File: config.mk
export PLATFORM = sky130hd
export DESIGN_NAME = match_ctrl_flat
export DESIGN_NICKNAME = d
export VERILOG_FILES = /design/src/rtl/match_ctrl_pkg.sv /design/src/rtl/match_ctrl_if.sv /design/src/rtl/match_ctrl_frame_timer.sv /design/src/rtl/match_ctrl.sv /design/src/flat_wrapper.sv
export SDC_FILE = /design/constraint.sdc
export NUM_CORES = 1
export LEC_CHECK = 0
export ABC_CLOCK_PERIOD_IN_PS = 3100
export BUFFER_PORTS_ARGS = -buffer_cell sky130_fd_sc_hd__buf_2
export CELL_PAD_IN_SITES_DETAIL_PLACEMENT = 0
export CELL_PAD_IN_SITES_GLOBAL_PLACEMENT = 1
export CORE_UTILIZATION = 46
export CTS_BUF_LIST = sky130_fd_sc_hd__clkbuf_4
export DETAILED_ROUTE_END_ITERATION = 8
export PLACE_DENSITY_LB_ADDON = 0.3
export SLEW_MARGIN = 20
export SYNTH_ARGS = -nofsm -noshare
export SYNTH_HDL_FRONTEND = slang
export SYNTH_SLANG_ARGS = --single-unit
File: constraint.sdc
create_clock -name clk -period 3.1 [get_ports clk]
set_input_delay 0.62 -clock clk [delete_from_list [all_inputs] [get_ports clk]]
set_output_delay 0.62 -clock clk [all_outputs]
set_load 0.005 [all_outputs]
File: src/rtl/match_ctrl_pkg.sv
// Shared types and constants for the match controller and its frame timer.
package match_pkg;

    localparam int SCORE_W = 4;
    localparam int CNT_W   = 8;

    typedef enum logic [2:0] {
        IDLE      = 3'd0,
        SERVE     = 3'd1,
        PLAY      = 3'd2,
        PAUSE     = 3'd3,
        POINT     = 3'd4,
        RESYNC    = 3'd5,
        MATCH_END = 3'd6
    } state_e;

    localparam logic [1:0] P_NONE = 2'd0;
    localparam logic [1:0] P1     = 2'd1;
    localparam logic [1:0] P2     = 2'd2;

    function automatic logic [SCORE_W-1:0] sat_inc(input logic [SCORE_W-1:0] v);
        return (&v) ? v : v + SCORE_W'(1);
    endfunction

endpackage

File: src/rtl/match_ctrl_if.sv
// Bundle between match controller, physics engine, buttons and HUD.
interface match_ctrl_if;
    import match_pkg::*;

    logic               frame_tick;
    logic               start_btn;
    logic               pause_btn;
    logic               game_over;
    logic [1:0]         winner;
    logic               phys_en;
    logic [SCORE_W-1:0] p1_score;
    logic [SCORE_W-1:0] p2_score;
    logic [2:0]         match_state;
    logic [1:0]         match_winner;
    logic [CNT_W-1:0]   countdown;
    logic               point_pulse;
    logic [1:0]         last_point;

    modport slave (
        input  frame_tick, start_btn, pause_btn, game_over, winner,
        output phys_en, p1_score, p2_score, match_state, match_winner,
               countdown, point_pulse, last_point
    );

    modport master (
        output frame_tick, start_btn, pause_btn, game_over, winner,
        input  phys_en, p1_score, p2_score, match_state, match_winner,
               countdown, point_pulse, last_point
    );

endinterface

File: src/rtl/match_ctrl_frame_timer.sv
// Loadable frame down-counter; expire flags the tick that takes it from 1 to 0.
module frame_timer
    import match_pkg::*;
(
    input  logic             clk,
    input  logic             rst_n,
    input  logic             load,
    input  logic [CNT_W-1:0] load_val,
    input  logic             tick,
    output logic [CNT_W-1:0] count,
    output logic             expire
);

    always_ff @(posedge clk or negedge rst_n) begin
        if (!rst_n)
            count <= '0;
        else if (load)
            count <= load_val;
        else if (tick && count != '0)
            count <= count - CNT_W'(1);
    end

    assign expire = tick && !load && (count == CNT_W'(1));

endmodule

File: src/rtl/match_ctrl.sv
// Match sequencer: scoring, serve/point countdowns and gating of the physics frame enable.
//   state     | meaning
//   IDLE      | waiting for start
//   SERVE     | serve countdown, physics frozen
//   PLAY      | rally running, ticks passed to physics
//   PAUSE     | player pause
//   POINT     | post-point freeze countdown
//   RESYNC    | pass one tick so physics re-centres and drops game_over
//   MATCH_END | winner shown, scores held
module match_ctrl
    import match_pkg::*;
#(
    parameter int WIN_SCORE    = 7,
    parameter int POINT_FRAMES = 90,
    parameter int SERVE_FRAMES = 120
) (
    input logic         clk,
    input logic         rst_n,
    match_ctrl_if.slave bus
);

    state_e             state, state_d;
    logic               start_q, pause_q, go_q;
    logic               start_rise, pause_rise, go_rise;
    logic               clear_scores, clear_meta, award, set_mw;
    logic               load, timer_tick, expire, phys_en_d;
    logic [CNT_W-1:0]   load_val, count;
    logic               phys_en, point_pulse;
    logic [SCORE_W-1:0] p1_score, p2_score;
    logic [1:0]         last_point, match_winner;
    logic               reached_win;

    assign start_rise  = bus.start_btn & ~start_q;
    assign pause_rise  = bus.pause_btn & ~pause_q;
    assign go_rise     = bus.game_over & ~go_q;
    assign reached_win = (p1_score >= SCORE_W'(WIN_SCORE)) || (p2_score >= SCORE_W'(WIN_SCORE));

    frame_timer u_timer (
        .clk      (clk),
        .rst_n    (rst_n),
        .load     (load),
        .load_val (load_val),
        .tick     (timer_tick),
        .count    (count),
        .expire   (expire)
    );

    always_ff @(posedge clk or negedge rst_n) begin
        if (!rst_n)
            state <= IDLE;
        else
            state <= state_d;
    end

    // Button edges are decoded before the tick; a tick that coincides with a
    // state change is not forwarded to physics.
    always_comb begin
        state_d      = state;
        clear_scores = 1'b0;
        clear_meta   = 1'b0;
        award        = 1'b0;
        set_mw       = 1'b0;
        load         = 1'b0;
        load_val     = CNT_W'(SERVE_FRAMES);
        timer_tick   = 1'b0;
        phys_en_d    = 1'b0;
        case (state)
            IDLE: begin
                if (start_rise) begin
                    clear_scores = 1'b1;
                    clear_meta   = 1'b1;
                    load         = 1'b1;
                    state_d      = SERVE;
                end
            end
            SERVE: begin
                timer_tick = bus.frame_tick;
                if (expire)
                    state_d = PLAY;
            end
            PLAY: begin
                if (go_rise && (bus.winner == P1 || bus.winner == P2)) begin
                    award    = 1'b1;
                    load     = 1'b1;
                    load_val = CNT_W'(POINT_FRAMES);
                    state_d  = POINT;
                end else if (pause_rise) begin
                    state_d = PAUSE;
                end else begin
                    phys_en_d = bus.frame_tick;
                end
            end
            PAUSE: begin
                if (start_rise) begin
                    clear_scores = 1'b1;
                    state_d      = IDLE;
                end else if (pause_rise) begin
                    state_d = PLAY;
                end
            end
            POINT: begin
                timer_tick = bus.frame_tick;
                if (expire) begin
                    if (reached_win) begin
                        set_mw  = 1'b1;
                        state_d = MATCH_END;
                    end else begin
                        state_d = RESYNC;
                    end
                end
            end
            RESYNC: begin
                if (bus.frame_tick) begin
                    phys_en_d = 1'b1;
                    load      = 1'b1;
                    state_d   = SERVE;
                end
            end
            MATCH_END: begin
                if (start_rise) begin
                    clear_scores = 1'b1;
                    clear_meta   = 1'b1;
                    state_d      = RESYNC;
                end
            end
            default: state_d = IDLE;
        endcase
    end

    always_ff @(posedge clk or negedge rst_n) begin
        if (!rst_n) begin
            start_q      <= 1'b0;
            pause_q      <= 1'b0;
            go_q         <= 1'b0;
            phys_en      <= 1'b0;
            point_pulse  <= 1'b0;
            p1_score     <= '0;
            p2_score     <= '0;
            last_point   <= P_NONE;
            match_winner <= P_NONE;
        end else begin
            start_q     <= bus.start_btn;
            pause_q     <= bus.pause_btn;
            go_q        <= bus.game_over;
            phys_en     <= phys_en_d;
            point_pulse <= award;
            if (clear_scores) begin
                p1_score <= '0;
                p2_score <= '0;
            end else if (award) begin
                if (bus.winner == P1)
                    p1_score <= sat_inc(p1_score);
                else
                    p2_score <= sat_inc(p2_score);
            end
            if (clear_meta) begin
                last_point   <= P_NONE;
                match_winner <= P_NONE;
            end else begin
                if (award)
                    last_point <= bus.winner;
                if (set_mw)
                    match_winner <= last_point;
            end
        end
    end

    assign bus.phys_en      = phys_en;
    assign bus.p1_score     = p1_score;
    assign bus.p2_score     = p2_score;
    assign bus.match_state  = state;
    assign bus.match_winner = match_winner;
    assign bus.countdown    = count;
    assign bus.point_pulse  = point_pulse;
    assign bus.last_point   = last_point;

endmodule

File: src/flat_wrapper.sv
// flat-port wrapper written by rule: the top's interface ports become plain ports
module match_ctrl_flat import match_pkg::*;
#(
    parameter int WIN_SCORE    = 7,
    parameter int POINT_FRAMES = 90,
    parameter int SERVE_FRAMES = 120
)
  (clk, rst_n, bus_frame_tick, bus_start_btn, bus_pause_btn, bus_game_over, bus_winner, bus_phys_en, bus_p1_score, bus_p2_score, bus_match_state, bus_match_winner, bus_countdown, bus_point_pulse, bus_last_point);
  match_ctrl_if bus_i ();
  input logic clk;
  input logic rst_n;
  input wire logic [$bits(bus_i.frame_tick)-1:0] bus_frame_tick;
  input wire logic [$bits(bus_i.start_btn)-1:0] bus_start_btn;
  input wire logic [$bits(bus_i.pause_btn)-1:0] bus_pause_btn;
  input wire logic [$bits(bus_i.game_over)-1:0] bus_game_over;
  input wire logic [$bits(bus_i.winner)-1:0] bus_winner;
  output wire logic [$bits(bus_i.phys_en)-1:0] bus_phys_en;
  output wire logic [$bits(bus_i.p1_score)-1:0] bus_p1_score;
  output wire logic [$bits(bus_i.p2_score)-1:0] bus_p2_score;
  output wire logic [$bits(bus_i.match_state)-1:0] bus_match_state;
  output wire logic [$bits(bus_i.match_winner)-1:0] bus_match_winner;
  output wire logic [$bits(bus_i.countdown)-1:0] bus_countdown;
  output wire logic [$bits(bus_i.point_pulse)-1:0] bus_point_pulse;
  output wire logic [$bits(bus_i.last_point)-1:0] bus_last_point;
  assign bus_i.frame_tick = bus_frame_tick;
  assign bus_i.start_btn = bus_start_btn;
  assign bus_i.pause_btn = bus_pause_btn;
  assign bus_i.game_over = bus_game_over;
  assign bus_i.winner = bus_winner;
  assign bus_phys_en = bus_i.phys_en;
  assign bus_p1_score = bus_i.p1_score;
  assign bus_p2_score = bus_i.p2_score;
  assign bus_match_state = bus_i.match_state;
  assign bus_match_winner = bus_i.match_winner;
  assign bus_countdown = bus_i.countdown;
  assign bus_point_pulse = bus_i.point_pulse;
  assign bus_last_point = bus_i.last_point;
  match_ctrl #(.WIN_SCORE(WIN_SCORE), .POINT_FRAMES(POINT_FRAMES), .SERVE_FRAMES(SERVE_FRAMES)) u_core (.clk(clk), .rst_n(rst_n), .bus(bus_i));
endmodule
==> metrics.txt <==
DRT met1 WL between 1500 and 2000 um; post_cts resized 0; maximum vdd ir drop between 0.0003 and 0.0004 V; sequential share of power about two fifths; Pint ~0.00080 W; Synth warnings 0; sum of buffers and inverters on the critical path 2; WL met3 214 um; post-synthesis sequential area ratio about 40%; Comb power frac between 40% and 50%; post-DR wirelength/cell ~15 um; worst skew pair latency between 300 and 400 ps; CP required 3360 ps; Post-Synth XOR/XNOR Area slightly above 3%; Ports 33; period utilization ~65%; CTS Buf Count 3; Multi-input gate area roughly 940 um^2; asr flop ratio synth 100%; min cycle time layout 2000 ps; HP Class in -> async; final global-route overflow total 0; Simple-Gate Fraction of Synth Area about a quarter; drt via density 5.83; via total after detailed routing about 1500; initial DRC count between 100 and 150; post-CTS setup buffers 0; CP Class in -> reg; status complete, no violations; ranking of synthesized cells by area dfrtp_1 41%, nand3_1 4.7%, a21oi_1 3.8%; Leak between 0.8 and 0.9 nW; power share of the clock group between 10% and 20%; router iterations before antenna repair 4; share of cells above drive strength 1 between 20% and 30%; Clock Path Buffers 2; routability-driven placement congestion ratio ~0.81; CP endpoint kind flip-flop; met2 WL approximately 1700 um; post-synthesis adder-cell area fraction about 3.6%; DRC 0; Synth Flop Type dfrtp_1; GRT Total Usage about a fifth; Root Buffer clkbuf_4; CTS tree done; pwr dens 746 nW/um^2; Die X about 63 um; largest family of logic cells by synthesized area simple AND/OR/NAND/NOR gates; Setup TNS 0 ps; ANT cells 0; reg2reg start u_core.bus.match_state[0]; Post-Syn Area 1720 um^2; switching part of the total power between 40% and 50%; final hold violation count 0; switching power 0.000637 W; Site Rows 21; largest net degree at the start of global routing 29; RSZ-0062 raised after global routing no; DIE HEIGHT 63.2 um; Final Power 0.00144 W; vias in the first global route between 1000 and 1500; clock skew approximately 18 ps; CP top delay family simple AND/OR/NAND/NOR gates; critical-path cell list buf_2, inv_1, ha_1, nor3b_2, nand4_4, or3_1, a21oi_1; input/output buffers 32; layout net count between 200 and 250; die footprint 3990 um^2; top sig layer met3; Max Slew Vio Count 0; max cap viols 0; Yosys reg bits 28; clock sinks 28; top cell type's share of synthesized area 40.7%; critical path's largest stage delay 460 ps; post-synthesis mux area share under 10%; most common cell after layout, fill and taps aside buf_2; register area 701 um^2; initial antenna violation count 0; cells on worst reg2reg path 4; worst r2r dst u_core.u_timer.count[5]; first-pass GRT wire length about 6700 um; top achievable clock speed ~500 MHz; Post-synth EDFFs 0; r2r setup slk ~1100 ps; post-detail-place hpwl ~3000 um; Yosys top cell by area dfrtp_1; Final setup viols 0; Mapped Nets approximately 200; ANT nets after route 0; Mapped Cells approximately 180; Synth Area in Compound Gates 19.2%; Netlist cell types 55; Critical Path Source Type input pin; Worst Max-Slew Pin Slew about 630 ps; # hold bufs at CTS 0; Mapped Avg Cell Area 9.46 um^2; number of fill cells ~350; core footprint approximately 3500 um^2; H-tree depth 1; Slowest cell on crit path nor3b_2; Crit Path Max Fanout 7; crit path DAT between 2000 and 2500 ps; clock slew at reported path FFs 170 ps; relative slew slack 57.9%; Initial Util 49.6%; WL final slightly below 4000 um; Syn-to-layout area delta 12.0%; commonest cells after routing, fill and taps aside 32 x buf_2, 28 x dfrtp_1, 16 x nand3_1, 13 x nand2_1, 13 x a21oi_1
sequential cells by signal (all words and copies together), names as in the netlist:
register,flops
u_core.u_timer.count,8
u_core.bus.p1_score,4
u_core.bus.p2_score,4
u_core.bus.match_state,3
u_core.bus.last_point,2
u_core.bus.match_winner,2
u_core.bus.phys_en,1
u_core.bus.point_pulse,1
u_core.go_q,1
u_core.pause_q,1
u_core.start_q,1
per-stage QoR:
step / cell area (um^2) / std cells / util, % / setup WS, ps / hold slack [ps]
detailed placement: 1900 / 254 / 54.8 / 777 / 544
global placement: 1900 / 254 / 54.8 / 791 / 528
global route: 1930 / 258 / 55.6 / 975 / 317
CTS: 1930 / 258 / 55.6 / 1120 / 299
floorplan: 1720 / 182 / - / 965 / 324
finish: 1930 / 258 / 55.6 / 1100 / 273
how the worst max path moves through the flow:
stage | startpoint | slack, ps | end | depth (start not counted)
5_1_grt | u_core.bus.match_state[0] | 980 | u_core.bus.p2_score[0] | 4
4_1_cts | bus_winner[1] | 1120 | u_core.bus.p1_score[3] | 7
6_report | bus_winner[1] | 1100 | u_core.bus.p1_score[3] | 7
2_1_floorplan | bus_winner[1] | 960 | u_core.bus.match_state[1] | 6
3_3_place_gp | bus_winner[0] | 790 | u_core.bus.match_state[1] | 6
3_5_place_dp | bus_winner[1] | 780 | u_core.bus.match_state[1] | 7
final cells by class:
type                    count  share of cell area [%]
clock inverters             1                   0.195
multi-input cells         138                    48.9
clock buffers               3                    1.17
well taps                  46                    2.99
flip-flops and latches     28                    36.3
repair buffers             33                    8.70
inverters                   9                    1.75
cell families (layout without fill, tap and decap cells):
kind of cell | Yosys count | after routing
AOI/OAI and AO/OA | 47 | 47
xor gates and xnor gates | 6 | 6
DFF | 28 | 28
adders and majority gates | 5 | 5
muxes | 4 | 4
and+or+nand+nor | 76 | 76
buffers and inverters | 16 | 46
synth_stat cells, types with 2 or more instances:
master	number
a311o_1	2
nand4_1	2
o31ai_1	2
nor3_2	2
or3_1	3
and3_1	3
xor2_1	5
buf_4	4
o211ai_1	2
nand3_1	16
inv_2	2
nand2_1	13
dfrtp_1	28
or4_1	2
nand2b_1	5
inv_1	7
mux2i_1	4
a21o_1	4
nor2_1	11
ha_1	5
nor2b_1	3
nor3_1	3
o21ai_0	8
a21oi_1	13
buf_2	3
power groups by stage:
stage          Combinational (W)  Clock [W]  Sequential [W]
6_report                0.000682   0.000159        0.000598
2_1_floorplan           0.000564          0        0.000540
3_5_place_dp            0.000683          0        0.000605
5_1_grt                 0.000766   0.000181        0.000621
4_1_cts                 0.000685   0.000164        0.000598
3_3_place_gp            0.000678          0        0.000597
metal layers:
layer	global-route usage [%]	up-vias
met5	0	-
met4	5.40	0
met3	4.17	0
met2	31.3	49
met1	31.8	723
li1	-	732
No activity file was read; power rests on OpenSTA's default activity.
